## src/rtl/spi_display_receiver.sv

```systemverilog
// SPI display-controller responder: decodes CASET/PASET/RAMWR and turns RAMWR
// pixel data into framebuffer write strobes with x, y and RGB565 colour.
module spi_display_receiver #(
  parameter int unsigned WIDTH  = 240,
  parameter int unsigned HEIGHT = 320
) (
  input  logic        i_clk,
  input  logic        i_rst,
  input  logic        i_mosi,
  input  logic        i_dc,
  input  logic        i_cs,
  output logic        o_cmd_valid,
  output logic [7:0]  o_cmd,
  output logic        o_pix_we,
  output logic [8:0]  o_pix_x,
  output logic [8:0]  o_pix_y,
  output logic [15:0] o_pix_color,
  output logic        o_err
);

  localparam logic [2:0] StIdle   = 3'd0;
  localparam logic [2:0] StCaset  = 3'd1;
  localparam logic [2:0] StPaset  = 3'd2;
  localparam logic [2:0] StRamwr  = 3'd3;
  localparam logic [2:0] StIgnore = 3'd4;

  localparam logic [9:0] WLim = 10'(WIDTH);
  localparam logic [9:0] HLim = 10'(HEIGHT);

  logic [2:0]  bit_cnt_q;
  logic [6:0]  shift_q;
  logic        byte_done;
  logic [7:0]  rx_byte;

  logic [2:0]  state_q, state_d;
  logic [2:0]  param_idx_q, param_idx_d;
  logic [23:0] par_q, par_d;
  logic [8:0]  sc_q, sc_d, ec_q, ec_d, sp_q, sp_d, ep_q, ep_d;
  logic [8:0]  x_q, x_d, y_q, y_d;
  logic        hi_pend_q, hi_pend_d;
  logic [7:0]  hi_byte_q, hi_byte_d;
  logic        cmd_valid_d, pix_we_d, err_d;
  logic [7:0]  cmd_d;
  logic [8:0]  pix_x_d, pix_y_d;
  logic [15:0] pix_color_d;
  logic [8:0]  win_start, win_end;
  logic [9:0]  win_lim;

  // The completing bit is still on i_mosi, so the byte is decoded on its 8th edge.
  assign byte_done = !i_cs && (bit_cnt_q == 3'd7);
  assign rx_byte   = {shift_q, i_mosi};

  always_comb begin
    state_d     = state_q;
    param_idx_d = param_idx_q;
    par_d       = par_q;
    sc_d        = sc_q;
    ec_d        = ec_q;
    sp_d        = sp_q;
    ep_d        = ep_q;
    x_d         = x_q;
    y_d         = y_q;
    hi_pend_d   = hi_pend_q;
    hi_byte_d   = hi_byte_q;
    cmd_valid_d = 1'b0;
    cmd_d       = o_cmd;
    pix_we_d    = 1'b0;
    pix_x_d     = o_pix_x;
    pix_y_d     = o_pix_y;
    pix_color_d = o_pix_color;
    err_d       = o_err;
    win_start   = {par_q[16], par_q[15:8]};
    win_end     = {par_q[0], rx_byte};
    win_lim     = (state_q == StCaset) ? WLim : HLim;

    if (i_cs) begin
      hi_pend_d = 1'b0;
    end else if (byte_done && !i_dc) begin
      cmd_valid_d = 1'b1;
      cmd_d       = rx_byte;
      param_idx_d = 3'd0;
      hi_pend_d   = 1'b0;
      case (rx_byte)
        8'h2A:   state_d = StCaset;
        8'h2B:   state_d = StPaset;
        8'h2C: begin
          state_d = StRamwr;
          x_d     = sc_q;
          y_d     = sp_q;
        end
        default: state_d = StIgnore;
      endcase
    end else if (byte_done) begin
      case (state_q)
        StCaset, StPaset: begin
          if (param_idx_q < 3'd3) begin
            par_d       = {par_q[15:0], rx_byte};
            param_idx_d = param_idx_q + 3'd1;
          end else if (param_idx_q == 3'd3) begin
            param_idx_d = 3'd4;
            if ((win_start > win_end) || ({1'b0, win_end} >= win_lim)) begin
              err_d = 1'b1;
            end else if (state_q == StCaset) begin
              sc_d = win_start;
              ec_d = win_end;
            end else begin
              sp_d = win_start;
              ep_d = win_end;
            end
          end
        end
        StRamwr: begin
          if (!hi_pend_q) begin
            hi_pend_d = 1'b1;
            hi_byte_d = rx_byte;
          end else begin
            hi_pend_d   = 1'b0;
            pix_we_d    = 1'b1;
            pix_x_d     = x_q;
            pix_y_d     = y_q;
            pix_color_d = {hi_byte_q, rx_byte};
            if (({1'b0, x_q} >= WLim) || ({1'b0, y_q} >= HLim)) begin
              err_d = 1'b1;
            end
            if (x_q == ec_q) begin
              x_d = sc_q;
              y_d = (y_q == ep_q) ? sp_q : y_q + 9'd1;
            end else begin
              x_d = x_q + 9'd1;
            end
          end
        end
        default: ;
      endcase
    end
  end

  always_ff @(posedge i_clk) begin
    if (i_rst) begin
      bit_cnt_q   <= 3'd0;
      shift_q     <= 7'd0;
      state_q     <= StIdle;
      param_idx_q <= 3'd0;
      par_q       <= 24'd0;
      sc_q        <= 9'd0;
      ec_q        <= 9'(WIDTH - 1);
      sp_q        <= 9'd0;
      ep_q        <= 9'(HEIGHT - 1);
      x_q         <= 9'd0;
      y_q         <= 9'd0;
      hi_pend_q   <= 1'b0;
      hi_byte_q   <= 8'd0;
      o_cmd_valid <= 1'b0;
      o_cmd       <= 8'd0;
      o_pix_we    <= 1'b0;
      o_pix_x     <= 9'd0;
      o_pix_y     <= 9'd0;
      o_pix_color <= 16'd0;
      o_err       <= 1'b0;
    end else begin
      if (i_cs) begin
        bit_cnt_q <= 3'd0;
      end else begin
        bit_cnt_q <= bit_cnt_q + 3'd1;
        shift_q   <= {shift_q[5:0], i_mosi};
      end
      state_q     <= state_d;
      param_idx_q <= param_idx_d;
      par_q       <= par_d;
      sc_q        <= sc_d;
      ec_q        <= ec_d;
      sp_q        <= sp_d;
      ep_q        <= ep_d;
      x_q         <= x_d;
      y_q         <= y_d;
      hi_pend_q   <= hi_pend_d;
      hi_byte_q   <= hi_byte_d;
      o_cmd_valid <= cmd_valid_d;
      o_cmd       <= cmd_d;
      o_pix_we    <= pix_we_d;
      o_pix_x     <= pix_x_d;
      o_pix_y     <= pix_y_d;
      o_pix_color <= pix_color_d;
      o_err       <= err_d;
    end
  end

endmodule

```

## config.mk

```make
export PLATFORM = sky130hd
export DESIGN_NAME = spi_display_receiver
export DESIGN_NICKNAME = d
export VERILOG_FILES = /design/src/rtl/spi_display_receiver.sv
export SDC_FILE = /design/constraint.sdc
export NUM_CORES = 1
export LEC_CHECK = 0
export BUFFER_PORTS_ARGS = -buffer_cell sky130_fd_sc_hd__clkbuf_2
export CORE_MARGIN = 5
export CORE_UTILIZATION = 54
export DETAILED_ROUTE_END_ITERATION = 10
export GPL_TIMING_DRIVEN = 1
export HOLD_SLACK_MARGIN = 0.12
export PLACE_DENSITY = 0.76
export SLEW_MARGIN = 20
export SYNTH_ARGS = -nofsm -noshare
export SYNTH_HDL_FRONTEND = slang
export SYNTH_SLANG_ARGS = --single-unit
```

## constraint.sdc

```tcl
create_clock -name i_clk -period 2.4 [get_ports i_clk]
set_clock_uncertainty 0.1 [all_clocks]
set_input_delay 0.48 -clock i_clk [delete_from_list [all_inputs] [get_ports i_clk]]
set_output_delay 0.48 -clock i_clk [all_outputs]
set_load 0.02 [all_outputs]
```

Word-level counts from Yosys, hierarchy flattened. Index checks and enable logic that the tools add are counted.

Add/sub/neg operators: 4. Magnitude comparators: 5. Eq/ne operators: 16. Muxes and demuxes: 29. Bitwise gates (word level): 8. Reductions and logical operators: 28.

Operators by type and width (count): two-way mux 9 bit (14); == test 8 x 6 -> 1 bit (second input constant) (3); AND reduction 5 bit (4); adder 9 x 1 -> 9 bit (second input constant) (2); == test 9 bit (2); AND reduction 8 bit (2); two-way mux 3 bit (5); nonzero test 2 bit (6); inequality test 2 bit (second input constant) (5); == test 3 x 2 -> 1 bit (second input constant) (3); >= comparator 9 x 8 -> 1 bit (second input constant) (1); >= comparator 9 bit (1); >= comparator 9 bit (second input constant) (1); greater-than comparator 9 bit (1); one-hot mux 3 bit (3 select lines) (1); AND reduction 9 bit (1); two-way mux 1 bit (8); NOT 1 bit (8); adder 3 x 1 -> 3 bit (second input constant) (2); AND reduction 6 bit (1); OR reduction 5 bit (1); AND reduction 2 bit (2); AND reduction 4 bit (1); OR reduction 2 bit (2); other kinds (10) (13).

Register bits after elaboration: 141. Bits of input ports: 5. Output and inout port bits: 45. Logic and storage cells: 110.

Depth between registers and ports, before layout. Gate-level depths: netlist of the first run.

Depth after elaboration: 8. Mapped depth: 12. Depth with buffers taken out: 9.

Least setup slack after synthesis of the first run. No wires, ideal clock.

Kind: register to register. Start: reg shift_q[2]. End: reg ep_q[3]. Library setup time: 0.072 ns. Arrival: 2.232 ns. Required time: 2.228 ns. Setup slack: -0.003 ns. Stages on the path, launching flop included: 11. Buffers on the path: 3. Cells stage by stage: dfxtp_1 > clkbuf_1 > inv_1 > ha_1 > nand4_1 > or3_1 > o211ai_1 > nor4b_2 > buf_6 > buf_12 > mux2i_1.

Word-level cells in the longest chain between the ends: 4.

Ends and longest elaborated chain: start, declared (RTL line 31) `logic [6:0] shift_q;`; start signal, assigned (RTL line 165) `shift_q <= {shift_q[5:0], i_mosi};`; greater-than comparator 9 bit / >= comparator 9 bit (equally long branches) (RTL line 101) `if ((win_start > win_end) || ({1'b0, win_end} >= win_lim)) begin`; logical OR 1 bit (RTL line 101); NOT 1 bit (no line); AND reduction 8 bit (no line); end signal, assigned (RTL line 148) `ep_q <= 9'(HEIGHT - 1);`; end signal, assigned (RTL line 173) `ep_q <= ep_d;`; end, declared (RTL line 38) `logic [8:0] sc_q, sc_d, ec_q, ec_d, sp_q, sp_d, ep_q, ep_d;`.

Parallel ways exist; a longest one is shown, timed or not. A chain may end at the register's enable or synchronous reset.

Worst setup path in the final report of the first run.
Start: reg bit_cnt_q[0]. End: reg ep_q[5].

Word-level cells in the longest chain between the ends: 5.

Ends and longest elaborated chain: start, declared (RTL line 30) `logic [2:0] bit_cnt_q;`; start signal, assigned (RTL line 164) `bit_cnt_q <= bit_cnt_q + 3'd1;`; == test 3 bit (*) (RTL line 50) `assign byte_done = !i_cs && (bit_cnt_q == 3'd7);`; logical AND 1 bit (*) (RTL line 50); logical AND 1 bit (RTL line 78) `end else if (byte_done && !i_dc) begin`; NOT 1 bit (no line); AND reduction 8 bit (no line) (*).

Every way passes the cells marked *; elsewhere a longest branch is shown, timed or not.

==> key figures, run 1 <==
Outcome
  – Run status: complete, no violations

Floorplan
  – DIE AREA: between 0.01 and 0.015 mm^2
  – Die width: ~120 um
  – Std-Cell Rows: 40
  – Initial core utilization: 54.60%
  – Die span in y: between 100 and 150 um
  – Core area: 0.01186 mm^2
  – # IOs: 50

Layout
  – Share of layout cells above drive strength 1: 17.56%
  – Finished Layout Cells: 990
  – Post-layout nets: 860
  – Growth of design area from synthesis to finish: 18.74%
  – Antenna cells: 0

CTS
  – H-tree Lvls: 4
  – Clock slew at reported path FFs: about 0.050 ns
  – CTS sink cnt: 141
  – Clock Path Buffers: 2
  – CTS Root Cell: clkbuf_16
  – Clock latency on the worst-skew pair: 0.42 ns
  – CTS tree: yes
  – TritonCTS Buffers: 17

Global routing
  – Initial antenna violation count: 0
  – GRT overflow: 0
  – Vias in the first global route: approximately 5500
  – Largest net degree at the start of global routing: 66
  – Overall Global Routing Usage: roughly a quarter
  – First-pass GRT wire length: 27.95 mm

Route
  – Vias/cell: ~5.8
  – Residual DRC: 0
  – Wire length per cell: 17.51 um
  – Total wire length: 17.33 mm
  – DR iter-0 viols: 453
  – Post-route ant nets: 0
  – Via count: just under 6000
  – DR pass1 iterations: 6

Critical path
  – CP max stage delay: 0.51 ns
  – Crit-path max FO: 4
  – WP data required: 2.64 ns
  – CP Cell Sequence: ha_4, ha_4, nor2b_4, nand2_4, or4b_4, nor4b_4, buf_6, clkbuf_16, mux2i_1
  – CP arrival: 2.58 ns
  – Crit Reg-Reg Startpoint: bit_cnt_q[0]
  – Worst setup EP type: flop
  – Most frequent CP cell: ha_4
  – Crit Path Category: flop to flop
  – R2R depth: 9
  – Reg2reg end: ep_q[5]
  – Worst Setup Start Kind: flop
  – Delay-heaviest family, CP: simple AND/OR/NAND/NOR gates
  – Slowest-stage cell, CP: or4b_4
  – R2r setup slk: 0.07 ns
  – Buf+Inv Stages, Crit Path: 2

Timing
  – Actual slew at the worst max-slew pin: 0.6971 ns
  – Minimum clock period: 2.334 ns
  – Worst setup margin: ~0.066 ns
  – RSZ-0062 raised after global routing: true
  – Setup TNS: 0 ns
  – Hold Violations, Final: 0
  – Setup violations, final: 0
  – Tcrit/Tclk final: 97.24%
  – Fmax: 428.5 MHz
  – Worst slew margin: 53.48%
  – Final Max Tran Viols: 0

Power
  – PwrDens: slightly above 600 mW/mm^2
  – Max VDD drop: a little over 0.5 mV
  – Leakage dissipation: 3.088 nW

Placed design
  – Post-DP HPWL: between 10 and 15 mm
  – Post-place setup slack: -0.1531 ns
  – Port Buf Inserts: between 40 and 50
  – GPL Wtd Cong: approximately 0.96
  – Placed cells: roughly 950

Yosys
  – Warnings, synthesis: 0
  – Ys flop type: dfxtp_1
  – Syn_nets: between 800 and 900
  – #FFs+latches synth: 141
  – Netlist Area Pre-Place: 0.006476 mm^2
  – Async SR Flop Fraction: 0%
  – Synth cell types: 59
  – Sequential area share after synthesis: a little over two fifths
  – Number of synthesized flops with an enable pin: 0
  – Synth Area per Inst: 8.324 um^2
  – Synth Instances: 778

Worst hold path
  – Worst hold stages: 2
  – Hold WC Path Type: primary input to flop
  – Hold Path Sink: bit_cnt_q[1]
  – Hold_sp: i_cs

Job
  – Max-cap violations: 0
==> power by group <==
| part | internal, W | switching [W] |
|---|---|---|
| Clock | 0.00140 | 0.000893 |
| Combinational | 0.0000341 | 0.0000835 |
| Sequential | 0.00235 | 0.00000439 |
==> cell families after synthesis <==
family | synth area share (%)
simple gates | 22.62
flops | 43.59
compound gates | 11.67
buf+inv | 5.892
mux | 9.602
fa+ha+maj | 4.057
xor+xnor | 2.570
==> per-layer routing <==
metal	vias up	wire length (um)	GRT usage [%]
met3	42	1111	5.419
met4	0	483	9.735
li1	2761	-	-
met5	-	0	0
met2	225	8368	39.02
met1	2748	7371	31.99
==> through the flow <==
stage | instance area [um^2] | hold slack (ns) | power (W) | utilization [%]
6_report | 7690 | 0.2547 | 0.004763 | 64.83
5_1_grt | 7690 | 0.2556 | 0.004924 | 64.83
4_1_cts | 7584 | 0.2398 | 0.004786 | 63.93
3_5_place_dp | 6935 | 0.3246 | 0.002508 | 58.47
3_3_place_gp | 6935 | 0.3128 | 0.002506 | 58.47
2_1_floorplan | 6477 | 0.3043 | 0.002476 | -
==> worst max-delay path by stage <==
stage,startpoint,to,slack [ns],cells after the start
final,bit_cnt_q[0],ep_q[5],0.07,9
after global routing,bit_cnt_q[1],y_q[5],-0.02,8
after CTS,bit_cnt_q[0],ep_q[2],0.02,10
after detailed placement,state_q[1],sp_q[8],-0.15,9
after global placement,state_q[1],sp_q[7],0.07,9
after floorplan,state_q[1],sp_q[0],0.006,11
==> layout by cell type (no fill, tap or decap), types with 4 or more instances in the layout <==
| master | instances |
|---|---|
| a211oi_1 | 4 |
| a21oi_1 | 75 |
| a31oi_1 | 5 |
| and3_1 | 5 |
| buf_4 | 45 |
| clkbuf_1 | 5 |
| clkbuf_16 | 18 |
| clkbuf_2 | 48 |
| clkbuf_8 | 4 |
| dfxtp_1 | 134 |
| dfxtp_2 | 7 |
| ha_1 | 16 |
| ha_4 | 5 |
| inv_1 | 21 |
| mux2i_1 | 60 |
| nand2_1 | 174 |
| nand3_1 | 15 |
| nand3b_1 | 4 |
| nand4_1 | 11 |
| nor2_1 | 62 |
| nor2b_1 | 4 |
| nor3_1 | 16 |
| nor3b_1 | 7 |
| nor4_1 | 4 |
| o211ai_1 | 7 |
| o21ai_0 | 7 |
| o221ai_1 | 6 |
| xnor2_1 | 9 |
| xor2_1 | 10 |
==> worst register-to-register path: stages (launching register included) <==
cell       delay (ns)
dfxtp_2          0.34
ha_4             0.13
ha_4             0.13
nor2b_4          0.17
nand2_4          0.06
or4b_4           0.51
nor4b_4          0.29
buf_6            0.18
clkbuf_16        0.15
mux2i_1          0.18
==> timing repair <==
item	4_1_cts	5_1_grt
setup buffers	5	4
hold buffers	0	0
cloned	2	1
pin swaps	7	9
gates resized for setup	16	14
setup endpoints to repair	18	39
==> synth_stat cells, types with 11 or more instances <==
| library cell | instances | area, um^2 |
|---|---|---|
| nand3_1 | 15 | 75.07 |
| mux2i_1 | 61 | 610.6 |
| buf_2 | 13 | 65.06 |
| nor3_1 | 16 | 80.08 |
| nor2_1 | 63 | 236.5 |
| dfxtp_1 | 141 | 2823 |
| clkbuf_1 | 37 | 138.9 |
| nand4_1 | 11 | 68.82 |
| a21oi_1 | 75 | 375.4 |
| inv_1 | 22 | 82.58 |
| nand2_1 | 175 | 656.9 |
| ha_1 | 21 | 262.8 |
==> layout make-up <==
class	count	area, um^2
sequential	141	2831
multi-input combinational	553	3390
tap	147	183.9
timing repair buffer	99	693.2
clock buffer	26	499.2
fill	964	4172
clock inverter	2	10.01
inverter	22	82.58
==> sequential cells by signal, indices dropped and copies added (netlist names) <==
signal,flops
o_cmd_valid,1
bit_cnt_q,3
sc_q,9
state_q,3
hi_pend_q,1
y_q,9
ep_q,9
o_pix_we,1
o_pix_x,9
ec_q,9
x_q,9
o_pix_color,16
par_q,17
o_pix_y,9
sp_q,9
o_err,1
shift_q,7
o_cmd,8
hi_byte_q,8
param_idx_q,3
(Power assumes the default switching activity.)
==> run 2: changes to the inputs <==
Settings changed: CORE_MARGIN 5 to unset, SLEW_MARGIN 20 to 30.
==> key figures, run 2 (same netlist as run 1, synthesis figures left out) <==
Critical path
  – CP Cell Sequence: ha_4, ha_4, nor2b_4, nand2_4, or4b_4, nor4b_4, buf_6, buf_6, mux2i_1
  – Crit-path max FO: 4
  – Delay-heaviest family, CP: simple AND/OR/NAND/NOR gates
  – WP data required: 2.63 ns
  – Crit Reg-Reg Startpoint: bit_cnt_q[0]
  – Slowest-stage cell, CP: or4b_4
  – R2R depth: 9
  – Critical path endpoint: sp_q[1]
  – Crit. path cell count: 9
  – CP max stage delay: 0.50 ns
  – Buf+Inv Stages, Crit Path: 2
  – Critical path startpoint: bit_cnt_q[0]
  – Reg2reg end: sp_q[1]
  – CP arrival: 2.62 ns
  – Crit Path Category: flop to flop
  – Worst Setup Start Kind: flop
  – Worst setup EP type: flop
  – R2r setup slk: 0.005 ns

CTS
  – TritonCTS Buffers: 17
  – Clock Path Buffers: 2
  – CTS Root Cell: clkbuf_16
  – Hold_buf cts: 0
  – Clock latency on the worst-skew pair: 0.41 ns
  – Clock slew at reported path FFs: 0.06 ns
  – CTS tree: yes
  – CTS sink cnt: 141
  – H-tree Lvls: 4

Route
  – Total wire length: 16.39 mm
  – DR iter-0 viols: 503
  – Residual DRC: 5
  – Vias/cell: 5.689
  – DR pass1 iterations: 10
  – Via count: 5609
  – Wire length per cell: between 15 and 20 um
  – Post-route ant nets: 0

Layout
  – Biggest regs: par_q x17, o_pix_color x16
  – Antenna cells: 0
  – Most common cell after layout, fill and taps aside: nand2_1
  – Max reg flops: 17
  – Filler instances: around 920
  – Growth of design area from synthesis to finish: 19.15%
  – Post-layout nets: 857
  – Biggest register: par_q
  – Share of layout cells above drive strength 1: between 10% and 20%
  – Most frequent cells in the layout: nand2_1, dfxtp_1, a21oi_1

Placed design
  – GPL Wtd Cong: 0.9008
  – Post-DP HPWL: approximately 11 mm
  – Port Buf Inserts: 49

Power
  – Leakage dissipation: 3.099 nW
  – PwrDens: 677.6 mW/mm^2
  – Final Power: 0.005229 W
  – Max VDD drop: 0.5150 mV

Worst hold path
  – Hold WC Path Type: primary input to flop

Timing
  – Worst slew margin: 57.20%
  – Tcrit/Tclk final: 99.80%
  – Hold Violations, Final: 0
  – Fmax: around 420 MHz
  – Setup TNS: 0 ns
  – Actual slew at the worst max-slew pin: 0.6366 ns
  – RSZ-0062 raised after global routing: true
  – Minimum clock period: 2.395 ns
  – Final Max Tran Viols: 0
  – Setup violations, final: 0

Floorplan
  – DIE AREA: around 0.012 mm^2
  – # IOs: 50
  – Die span in y: 111.5 um
  – Die width: 111.5 um
  – Core area: 0.01156 mm^2
  – Std-Cell Rows: 39
  – Initial core utilization: 56.00%

Job
  – Max-cap violations: 0

Global routing
  – First-pass GRT wire length: 26.35 mm
  – Largest net degree at the start of global routing: 126
  – Vias in the first global route: 5214
  – GRT overflow: 0
  – Overall Global Routing Usage: 26.57%
  – Initial antenna violation count: 0

Outcome
  – Failing checks: DRC
  – Run status: complete, but fails checks
[run 2: cell count changes in the layout (fill, tap and decap cells not counted), sizes merged]
cell      delta
buf          -4
bufinv       +4
clkbuf       -5
clkinv       +2
clkinvlp     +3
[run 2: worst register-to-register path, cell delays in order, from the launching register on]
cell	delay, ns
dfxtp_2	0.36
ha_4	0.15
ha_4	0.12
nor2b_4	0.20
nand2_4	0.06
or4b_4	0.50
nor4b_4	0.29
buf_6	0.18
buf_6	0.13
mux2i_1	0.21
[run 2: worst min path at each step]
stage,from,endpoint,slack (ns),depth (start not counted)
after floorplan,bit_cnt_q[0],bit_cnt_q[0],0.30,1
after global placement,bit_cnt_q[0],bit_cnt_q[0],0.31,1
after detailed placement,bit_cnt_q[0],bit_cnt_q[0],0.34,1
after CTS,i_cs,bit_cnt_q[2],0.26,2
after global routing,i_cs,bit_cnt_q[0],0.25,2
final,i_cs,bit_cnt_q[0],0.24,2
[run 2: report_power, final]
part	total [W]	switching, W	internal (W)
Combinational	0.000113	0.0000808	0.0000323
Clock	0.00277	0.000983	0.00178
Sequential	0.00235	0.00000350	0.00234
Total	0.00523	0.00107	0.00416
[run 2: cell type report]
| type | instances | area [um^2] | share of cell area (%) |
|---|---|---|---|
| repair buffers | 96 | 680.7 | 8.821 |
| inverters | 22 | 82.58 | 1.070 |
| clock buffers | 20 | 456.7 | 5.919 |
| clock inverters | 11 | 166.4 | 2.157 |
| well taps | 143 | 178.9 | 2.319 |
| flip-flops and latches | 141 | 2825 | 36.61 |
| multi-input cells | 553 | 3326 | 43.10 |
[run 2: what timing repair did]
action | in CTS | in global routing
gates cloned | 0 | 3
pin swaps | 0 | 3
setup buffers | 0 | 2
resized for setup | 2 | 11
setup endpoints to repair | 13 | 29
[run 2: through the flow]
| step | setup WS [ns] | hold slack (ns) | instances | util, % | instance area [um^2] |
|---|---|---|---|---|---|
| 3_3_place_gp | 0.05852 | 0.3131 | 950 | 60.23 | 6965 |
| 4_1_cts | -0.003470 | 0.2560 | 981 | 65.64 | 7591 |
| 6_report | 0.004808 | 0.2384 | 986 | 66.72 | 7716 |
| 5_1_grt | -0.06645 | 0.2456 | 986 | 66.72 | 7716 |
| 3_5_place_dp | -0.02343 | 0.3405 | 950 | 60.23 | 6965 |
| 2_1_floorplan | 0.006011 | 0.3043 | 778 | - | 6477 |
[run 2: per-layer routing]
| metal | wire [um] | track usage, % | vias up |
|---|---|---|---|
| met5 | 0 | 0 | - |
| met4 | 174 | 6.486 | 0 |
| met3 | 1064 | 5.770 | 19 |
| met2 | 7808 | 43.67 | 172 |
| met1 | 7340 | 35.62 | 2661 |
| li1 | - | - | 2757 |
